===== config.mk =====
export PLATFORM = sky130hd
export DESIGN_NAME = instr_encoder_loader
export DESIGN_NICKNAME = d
export VERILOG_FILES = /design/src/rtl/instr_encoder_loader.sv
export SDC_FILE = /design/constraint.sdc
export NUM_CORES = 1
export LEC_CHECK = 0
export CORE_MARGIN = 3
export CORE_UTILIZATION = 55
export DETAILED_ROUTE_END_ITERATION = 8
export PLACE_DENSITY = 0.86
export SYNTH_ARGS = -nofsm -noshare
export SYNTH_HDL_FRONTEND = slang
export SYNTH_SLANG_ARGS = --single-unit

===== constraint.sdc =====
create_clock -name clk -period 4.7 [get_ports clk]
set_input_delay 0.705 -clock clk [delete_from_list [all_inputs] [get_ports clk]]
set_output_delay 0.705 -clock clk [all_outputs]
set_load 0.05 [all_outputs]

===== src/rtl/instr_encoder_loader.sv =====
// RISC-V instruction encoder: packs R/I/S/B/U/J fields into 32-bit words and
// streams {address, word} pairs to instruction memory through a 2-entry FIFO.

package instr_encoder_pkg;
  typedef enum logic [2:0] {
    IT_R       = 3'd0,
    IT_I       = 3'd1,
    IT_S       = 3'd2,
    IT_B       = 3'd3,
    IT_U       = 3'd4,
    IT_J       = 3'd5,
    IT_INVALID = 3'd6
  } instr_type_e;
endpackage

module instr_encoder_loader
  import instr_encoder_pkg::*;
#(
  parameter int unsigned       ADDR_W   = 32,
  parameter logic [ADDR_W-1:0] BASE_RST = '0
) (
  input  logic              clk,
  input  logic              rst_n,
  input  logic              req_valid,
  output logic              req_ready,
  input  instr_type_e       instr_type,
  input  logic [6:0]        opcode,
  input  logic [2:0]        funct3,
  input  logic [6:0]        funct7,
  input  logic [4:0]        rd,
  input  logic [4:0]        rs1,
  input  logic [4:0]        rs2,
  input  logic [31:0]       imm,
  input  logic              base_load,
  input  logic [ADDR_W-1:0] base_addr,
  output logic              out_valid,
  input  logic              out_ready,
  output logic [ADDR_W-1:0] out_addr,
  output logic [31:0]       out_data,
  output logic              err,
  input  logic              err_clr
);

  logic [31:0]       enc_word;
  logic              type_ok;
  logic              align_err;
  logic              accept;
  logic              push;
  logic              pop;

  logic              ready_q, ready_d;
  logic [1:0]        count_q, count_d;
  logic [ADDR_W-1:0] ctr_q, ctr_d;
  logic              err_q, err_d;
  logic [ADDR_W-1:0] head_addr_q, head_addr_d;
  logic [31:0]       head_data_q, head_data_d;
  logic [ADDR_W-1:0] tail_addr_q, tail_addr_d;
  logic [31:0]       tail_data_q, tail_data_d;

  // NOTE: every always_comb output gets a default first so no latch is inferred.
  always_comb begin
    enc_word  = '0;
    type_ok   = 1'b1;
    align_err = 1'b0;
    case (instr_type)
      IT_R: enc_word = {funct7, rs2, rs1, funct3, rd, opcode};
      IT_I: enc_word = {imm[11:0], rs1, funct3, rd, opcode};
      IT_S: enc_word = {imm[11:5], rs2, rs1, funct3, imm[4:0], opcode};
      IT_B: begin
        enc_word  = {imm[12], imm[10:5], rs2, rs1, funct3, imm[4:1], imm[11], opcode};
        align_err = imm[0];
      end
      IT_U: enc_word = {imm[31:12], rd, opcode};
      IT_J: begin
        enc_word  = {imm[20], imm[10:1], imm[11], imm[19:12], rd, opcode};
        align_err = imm[0];
      end
      default: type_ok = 1'b0;
    endcase
  end

  // req_ready is held low through reset and the edge that releases it.
  assign req_ready = ready_q & (count_q != 2'd2);
  assign out_valid = (count_q != 2'd0);
  assign out_addr  = head_addr_q;
  assign out_data  = head_data_q;
  assign err       = err_q;

  assign accept = req_valid & req_ready;
  assign push   = accept & type_ok;
  assign pop    = out_valid & out_ready;

  always_comb begin
    ready_d     = 1'b1;
    count_d     = count_q;
    ctr_d       = ctr_q;
    head_addr_d = head_addr_q;
    head_data_d = head_data_q;
    tail_addr_d = tail_addr_q;
    tail_data_d = tail_data_q;

    case ({push, pop})
      2'b10:   count_d = count_q + 2'd1;
      2'b01:   count_d = count_q - 2'd1;
      default: count_d = count_q;
    endcase

    // Head is the output register; a push goes there when it is free or being vacated.
    if (push && (count_q == 2'd0 || (count_q == 2'd1 && pop))) begin
      head_addr_d = ctr_q;
      head_data_d = enc_word;
    end else if (push) begin
      tail_addr_d = ctr_q;
      tail_data_d = enc_word;
    end else if (pop && count_q == 2'd2) begin
      head_addr_d = tail_addr_q;
      head_data_d = tail_data_q;
    end

    if (push)      ctr_d = ctr_q + ADDR_W'(4);
    if (base_load) ctr_d = base_addr;

    err_d = (accept & (~type_ok | align_err)) | (err_q & ~err_clr);
  end

  // NOTE: the FIFO storage is reset because out_addr/out_data must read zero in reset.
  always_ff @(posedge clk or negedge rst_n) begin
    if (!rst_n) begin
      ready_q     <= 1'b0;
      count_q     <= 2'd0;
      ctr_q       <= BASE_RST;
      err_q       <= 1'b0;
      head_addr_q <= '0;
      head_data_q <= '0;
      tail_addr_q <= '0;
      tail_data_q <= '0;
    end else begin
      ready_q     <= ready_d;
      count_q     <= count_d;
      ctr_q       <= ctr_d;
      err_q       <= err_d;
      head_addr_q <= head_addr_d;
      head_data_q <= head_data_d;
      tail_addr_q <= tail_addr_d;
      tail_data_q <= tail_data_d;
    end
  end

endmodule


==> flow_metrics.env, run 1 <==
export IMPL_finalMaxSlewViolations=0
export IMPL_port_buffers=171
export IMPL_clock_skew_ns=0.006206
export IMPL_cts_tree="yes"
export IMPL_num_vias=6493
export IMPL_r2r_cells=6
export IMPL_final_cells=1080
export IMPL_clock_sinks=164
export IMPL_synth_nets=859
export IMPL_min_period_over_period=0.6030
export IMPL_holdCritPathClass="input port to async pin"
export IMPL_worstSkewPairLatency_ns=0.42
export IMPL_overflow=0
export IMPL_ir_drop_mv=0.4073
export IMPL_ys_flop_type="dfrtp_1"
export IMPL_final_common_cell="clkdlybuf4s50_1"
export IMPL_cp_depth=4
export IMPL_ant_nets=0
export IMPL_io_pins=172
export IMPL_path_clk_slew_ns=0.06
export IMPL_ys_ff_latch=164
export IMPL_cp_end_kind="output pin"
export IMPL_cts_root_buffer_cell="clkbuf_16"
export IMPL_slowest_delay_ns=0.86
export IMPL_synth_async_reset_ratio=1.000
export IMPL_fin_crit_ns=2.834
export IMPL_yosysUniqueCellTypes=49
export IMPL_fillers=860
export IMPL_final_cell_mix="clkdlybuf4s50_1, dfrtp_1, nand2_1, a22oi_1, o21ai_0"
export IMPL_yosysTopAreaCell="dfrtp_1"
export IMPL_yosysTopAreaCellShare=0.5289
export IMPL_yosysSeqAreaShare=0.5289
export IMPL_path_cells="inv_1 > ha_1 > nor2b_1 > clkdlybuf4s50_1"
export IMPL_rows=42
export IMPL_rsz0062_at_grt="false"
export IMPL_p_leak_nw=4.335
export IMPL_critPathLaunchType="flip-flop"
export IMPL_cts_hold_buffers=0
export IMPL_vias_per_cell=6.012
export IMPL_dp_hpwl_um=13930
export IMPL_grt_max_degree=92
export IMPL_yosys_warnings=0
export IMPL_remaining_drc_errors=0
export IMPL_num_antenna_cells=0
export IMPL_num_nets_final=1002
export IMPL_grt_pass1_vias=6803
export IMPL_drive_gt1_frac=0.09513
export IMPL_areaGrowthSynthToFinish_pct=31.14
export IMPL_hold_viol_final=0
export IMPL_die_h_um=124.8
export IMPL_place_gp_congestion=0.8655
export IMPL_postCtsSetupBuffers=0
export IMPL_setup_tns_ns=0
export IMPL_track_usage=0.2679
export IMPL_holdWs_ns=0.3145
export IMPL_fp_dieW_um=124.8
export IMPL_cts_htree_levels=4
export IMPL_crit_slowest_cell="clkdlybuf4s50_1"
export IMPL_initial_core_util=0.5745
export IMPL_worstMarginPinSlew_ns=1.044
export IMPL_cts_max_path_buffers=2
export IMPL_place_inst=1049
export IMPL_power_density_mw_per_mm2=633.6
export IMPL_finalSetupViolCount=0
export IMPL_die_area_mm2=0.01557
export IMPL_max_freq_mhz=352.9
export IMPL_status="complete, no violations"
export IMPL_crit_path_max_fanout=4
export IMPL_slew_headroom=0.3040
export IMPL_synth_area_top_cells="dfrtp_1, nand2_1, a22oi_1"
export IMPL_required_ns=3.99
export IMPL_numCtsBuffers=17
export IMPL_drt_initial_drc_count=486
export IMPL_synth_area_mm2=0.007759
export IMPL_routedWlPerCell_um=19.25
export IMPL_cts_resized=0
export IMPL_cap_viol_max_count=0
export IMPL_cp_arrival_ns=2.13
export IMPL_cp_top_family="buffers and inverters"
export IMPL_grt_first_pass_wirelength_um=33670
export IMPL_antenna_found_initial=0
export IMPL_syn_inst=749
export IMPL_wl_um=20790
export IMPL_synth_edf_count=0
export IMPL_drtPass1Iterations=5
export IMPL_critPathBufInv=2
export IMPL_synth_avg_cell_area_um2=10.36
export IMPL_crit_type="flip-flop to output pin"
export IMPL_core_mm2=0.01351
-- sequential cells by signal, summed over array words and instances (netlist names) --
| name | count |
|---|---|
| tail_addr_q | 32 |
| out_data | 32 |
| tail_data_q | 32 |
| err | 1 |
| out_addr | 32 |
| count_q | 2 |
| ready_q | 1 |
| ctr_q | 32 |
-- cell families (layout without fill, tap and decap cells) --
kind of cell / after synthesis / count (layout) / share of synthesized area
AO/OA/AOI/OAI: 182 / 182 / 0.1558
XOR/XNOR: 29 / 29 / 0.03274
adder cells (fa/ha/maj): 5 / 5 / 0.008063
buffers and inverters: 64 / 219 / 0.03693
flip-flops: 164 / 164 / 0.5289
multiplexers: 46 / 46 / 0.06596
other: 1 / 1 / 0.0004833
AND/OR/NAND/NOR: 258 / 258 / 0.1711
-- layout make-up --
class / count / area (µm²) / area share
Multi-Input combinational cell: 521 / 3386 / 0.3328
Clock buffer: 22 / 494.2 / 0.04857
Timing Repair Buffer: 178 / 1760 / 0.1730
Inverter: 10 / 37.54 / 0.003689
Tap cell: 176 / 220.2 / 0.02164
Clock inverter: 9 / 172.7 / 0.01697
Sequential cell: 164 / 4104 / 0.4033
-- cells in the mapped netlist (all sizes together) (8+ instances only) --
cell type  instances
nor4              10
nand2            152
buf               28
a22oi             61
nor2              24
dfrtp            164
mux2              41
clkbuf            26
inv               10
nand4             13
a211oi             8
nand3             10
nor3              10
a221o             13
a21oi             26
xnor2             23
o21ai             60
nor2b             22
-- through the flow --
step           worst slack (ns)  power, W  instance area [µm²]    util
5_1_grt                   1.757  0.006730                10170  0.7534
3_3_place_gp              1.719  0.004762                 9508  0.7040
2_1_floorplan             2.658  0.003949                 7759       -
6_report                  1.866  0.006447                10170  0.7534
4_1_cts                   1.859  0.006469                10170  0.7534
3_5_place_dp              1.532  0.004887                 9508  0.7040
-- routing by layer --
metal | track usage | vias to the layer above | part of all wire
met1 | 0.3237 | 3229 | 0.40
met2 | 0.4688 | 264 | 0.52
li1 | - | 2943 | -
met3 | 0.05274 | 57 | 0.050
met5 | 0 | - | 0
met4 | 0.1103 | 0 | 0.032
-- path summary, 6_finish.rpt --
check	start	slack, ns	end
setup / recovery	count_q[0]$_DFFE_PN0P_	1.87	req_ready
hold / removal	rst_n	0.31	out_data[18]$_DFFE_PN0P_
setup reg to reg	count_q[0]$_DFFE_PN0P_	1.90	tail_data_q[4]$_DFFE_PN0P_
hold reg to reg	out_data[1]$_DFFE_PN0P_	0.48	out_data[1]$_DFFE_PN0P_
max in group asynchronous	rst_n	3.31	out_data[8]$_DFFE_PN0P_
min in group clk	out_data[1]$_DFFE_PN0P_	0.48	out_data[1]$_DFFE_PN0P_
-- worst register-to-register path: stages (launching register included) --
cell,delay (ns)
dfrtp_1,0.40
inv_1,0.08
ha_1,0.25
nand3b_1,0.29
a21oi_2,0.39
nand2_4,0.65
mux2_1,0.61
-- where the power goes --
group	internal [W]	switching, W
Sequential	0.00196	0.000357
Combinational	0.000939	0.00165
Clock	0.00101	0.000542
Total	0.00390	0.00254
(Power assumes the default switching activity.)
==> inputs of run 2 (changes only) <==
--- a/config.mk
+++ b/config.mk
@@ -6,9 +6,9 @@
 export NUM_CORES = 1
 export LEC_CHECK = 0
 export CORE_MARGIN = 3
-export CORE_UTILIZATION = 55
+export CORE_UTILIZATION = 51
 export DETAILED_ROUTE_END_ITERATION = 8
-export PLACE_DENSITY = 0.86
+export PLACE_DENSITY = 0.81
 export SYNTH_ARGS = -nofsm -noshare
 export SYNTH_HDL_FRONTEND = slang
 export SYNTH_SLANG_ARGS = --single-unit
==> constraint.sdc (replaced) <==
create_clock -name clk -period 2.8 [get_ports clk]
set_input_delay 0.42 -clock clk [delete_from_list [all_inputs] [get_ports clk]]
set_output_delay 0.42 -clock clk [all_outputs]
set_load 0.05 [all_outputs]
==> run 2 against run 1 <==
Effect of this change: design area is the same; worst setup slack lost 1.6 ns; power grew 60%; first-iteration DRC count shrank 1.0%; clock power grew 35%; final cell count grew 1.6%; clock skew grew 0.0058 ns; sequential share of layout area is the same; non-clock buffer count grew 8; register-to-register slack lost 1.4 ns; largest cell class unchanged.
==> flow_metrics.env, run 2 (synthesis results as in run 1) <==
export IMPL_worstMarginPinSlew_ns=1.025
export IMPL_cts_htree_levels=4
export IMPL_dp_hpwl_um=13590
export IMPL_cap_viol_max_count=0
export IMPL_final_cells=1097
export IMPL_r2r_cells=7
export IMPL_grt_pass1_vias=6118
export IMPL_antenna_found_initial=0
export IMPL_num_nets_final=1010
export IMPL_fin_crit_ns=2.541
export IMPL_max_freq_mhz=393.6
export IMPL_final_cell_mix="clkdlybuf4s50_1, dfrtp_1, nand2_1, a22oi_1, o21ai_0"
export IMPL_swShare=0.4099
export IMPL_setup_tns_ns=0
export IMPL_cp_depth=4
export IMPL_routedWlPerCell_um=17.89
export IMPL_drtPass1Iterations=5
export IMPL_p_leak_nw=4.315
export IMPL_regArea_mm2=0.004104
export IMPL_final_area_mm2=0.01017
export IMPL_power_switching_w=0.004219
export IMPL_cts_root_buffer_cell="clkbuf_16"
export IMPL_fp_dieW_um=129.3
export IMPL_cts_max_path_buffers=2
export IMPL_cp_top_family="buffers and inverters"
export IMPL_internal_power_w=0.006074
export IMPL_crit_path_max_fanout=4
export IMPL_die_h_um=129.3
export IMPL_drive_gt1_frac=0.09868
export IMPL_rows=44
export IMPL_grt_first_pass_wirelength_um=32000
export IMPL_comb_power_share=0.424
export IMPL_path_clk_slew_ns=0.06
export IMPL_cp_end_kind="output pin"
export IMPL_place_gp_congestion=0.8667
export IMPL_multi_input_area_mm2=0.003386
export IMPL_fillers=1078
export IMPL_cts_tree="yes"
export IMPL_clock_skew_ns=0.01196
export IMPL_die_area_mm2=0.01673
export IMPL_place_inst=1064
export IMPL_port_buffers=171
export IMPL_ir_drop_mv=0.6837
export IMPL_areaGrowthSynthToFinish_pct=31.14
export IMPL_layout_setup_ws_ns=0.2593
export IMPL_required_ns=2.38
export IMPL_path_cells="inv_1 > ha_1 > nor2b_1 > clkdlybuf4s50_1"
export IMPL_finalSetupViolCount=0
export IMPL_overflow=0
export IMPL_core_mm2=0.01470
export IMPL_ff2ff_setup_slack_ns=0.48
export IMPL_finalMaxSlewViolations=0
export IMPL_track_usage=0.2427
export IMPL_slew_headroom=0.3167
export IMPL_r2r_end="ctr_q[20]$_DFFE_PN0P_"
export IMPL_power_frac_clock=0.204
export IMPL_post_place_ws_ns=0.3384
export IMPL_ant_nets=0
export IMPL_crit_path_start="count_q[0]$_DFFE_PN0P_"
export IMPL_grt_max_degree=93
export IMPL_crit_type="flip-flop to output pin"
export IMPL_power_density_mw_per_mm2=1012
export IMPL_dpl_cell_area_mm2=0.009633
export IMPL_status="complete, no violations"
export IMPL_drt_initial_drc_count=481
export IMPL_cp_arrival_ns=2.12
export IMPL_holdCritPathClass="input port to async pin"
export IMPL_worstSkewPairLatency_ns=0.42
export IMPL_crit_slowest_cell="clkdlybuf4s50_1"
export IMPL_critPathBufInv=2
export IMPL_critPathLaunchType="flip-flop"
export IMPL_clock_sinks=164
export IMPL_numCtsBuffers=17
export IMPL_initial_core_util=0.5278
export IMPL_pwr_share_seq=0.372
export IMPL_min_period_over_period=0.9074
export IMPL_wl_um=19630
export IMPL_num_vias=6253
export IMPL_rsz0062_at_grt="false"
export IMPL_postCtsSetupBuffers=0
export IMPL_vias_per_cell=5.700
export IMPL_remaining_drc_errors=0
export IMPL_slowest_delay_ns=0.85
export IMPL_crit_end="req_ready"
export IMPL_final_common_cell="clkdlybuf4s50_1"
export IMPL_r2r_start="count_q[0]$_DFFE_PN0P_"
export IMPL_hold_viol_final=0
export IMPL_io_pins=172
-- run 2: cell types whose count changed in the layout (fill, tap and decap cells not counted), moves of 3 or more --
cell / before / now
buf_12: 0 / 5
bufinv_16: 5 / 0
clkbuf_8: 5 / 1
clkbuf_1: 0 / 3
clkinv_4: 0 / 3
clkinvlp_4: 1 / 4
-- run 2: metal layers --
| layer | track usage | up-vias | share of wire |
|---|---|---|---|
| met1 | 0.3339 | 3073 | 0.43 |
| met5 | 0 | - | 0 |
| met2 | 0.3939 | 211 | 0.49 |
| li1 | - | 2945 | - |
| met3 | 0.03916 | 24 | 0.054 |
| met4 | 0.08586 | 0 | 0.019 |
-- run 2: power groups by stage --
stage	sequential [W]	clock, W	combinational, W
after floorplan	0.00517	0	0.00146
after global placement	0.00381	0	0.00429
after detailed placement	0.00386	0	0.00438
after CTS	0.00382	0.00213	0.00440
after global routing	0.00395	0.00224	0.00467
final	0.00383	0.00210	0.00436
-- run 2: timing repair --
item                      CTS  global route
hold buffers                1             0
resized for setup           0             0
hold endpoints to repair   31             0
-- run 2: metrics by stage --
step           utilization  hold slack [ns]  total power [W]
4_1_cts             0.6920           0.4400          0.01036
6_report            0.6922           0.4473          0.01029
2_1_floorplan            -           0.1244         0.006629
3_5_place_dp        0.6553           0.3224         0.008235
5_1_grt             0.6920           0.4663          0.01086
3_3_place_gp        0.6553           0.3224         0.008095
-- run 2: area by class of cell --
cell class                 instances  area share
inverter                          10    0.003689
clock inverter                    10    0.007747
antenna                            1   0.0002459
sequential                       164      0.4033
clock buffer                      21     0.04427
multi-input combinational        521      0.3328
timing repair buffer             186      0.1853
tap                              184     0.02263
-- run 2: worst min-delay path by stage --
stage | slack, ns | end
2_1_floorplan | 0.12 | count_q[0]$_DFFE_PN0P_
3_3_place_gp | 0.32 | tail_data_q[15]$_DFFE_PN0P_
3_5_place_dp | 0.32 | out_data[15]$_DFFE_PN0P_
4_1_cts | 0.44 | out_data[15]$_DFFE_PN0P_
5_1_grt | 0.47 | out_data[15]$_DFFE_PN0P_
6_report | 0.45 | out_data[15]$_DFFE_PN0P_
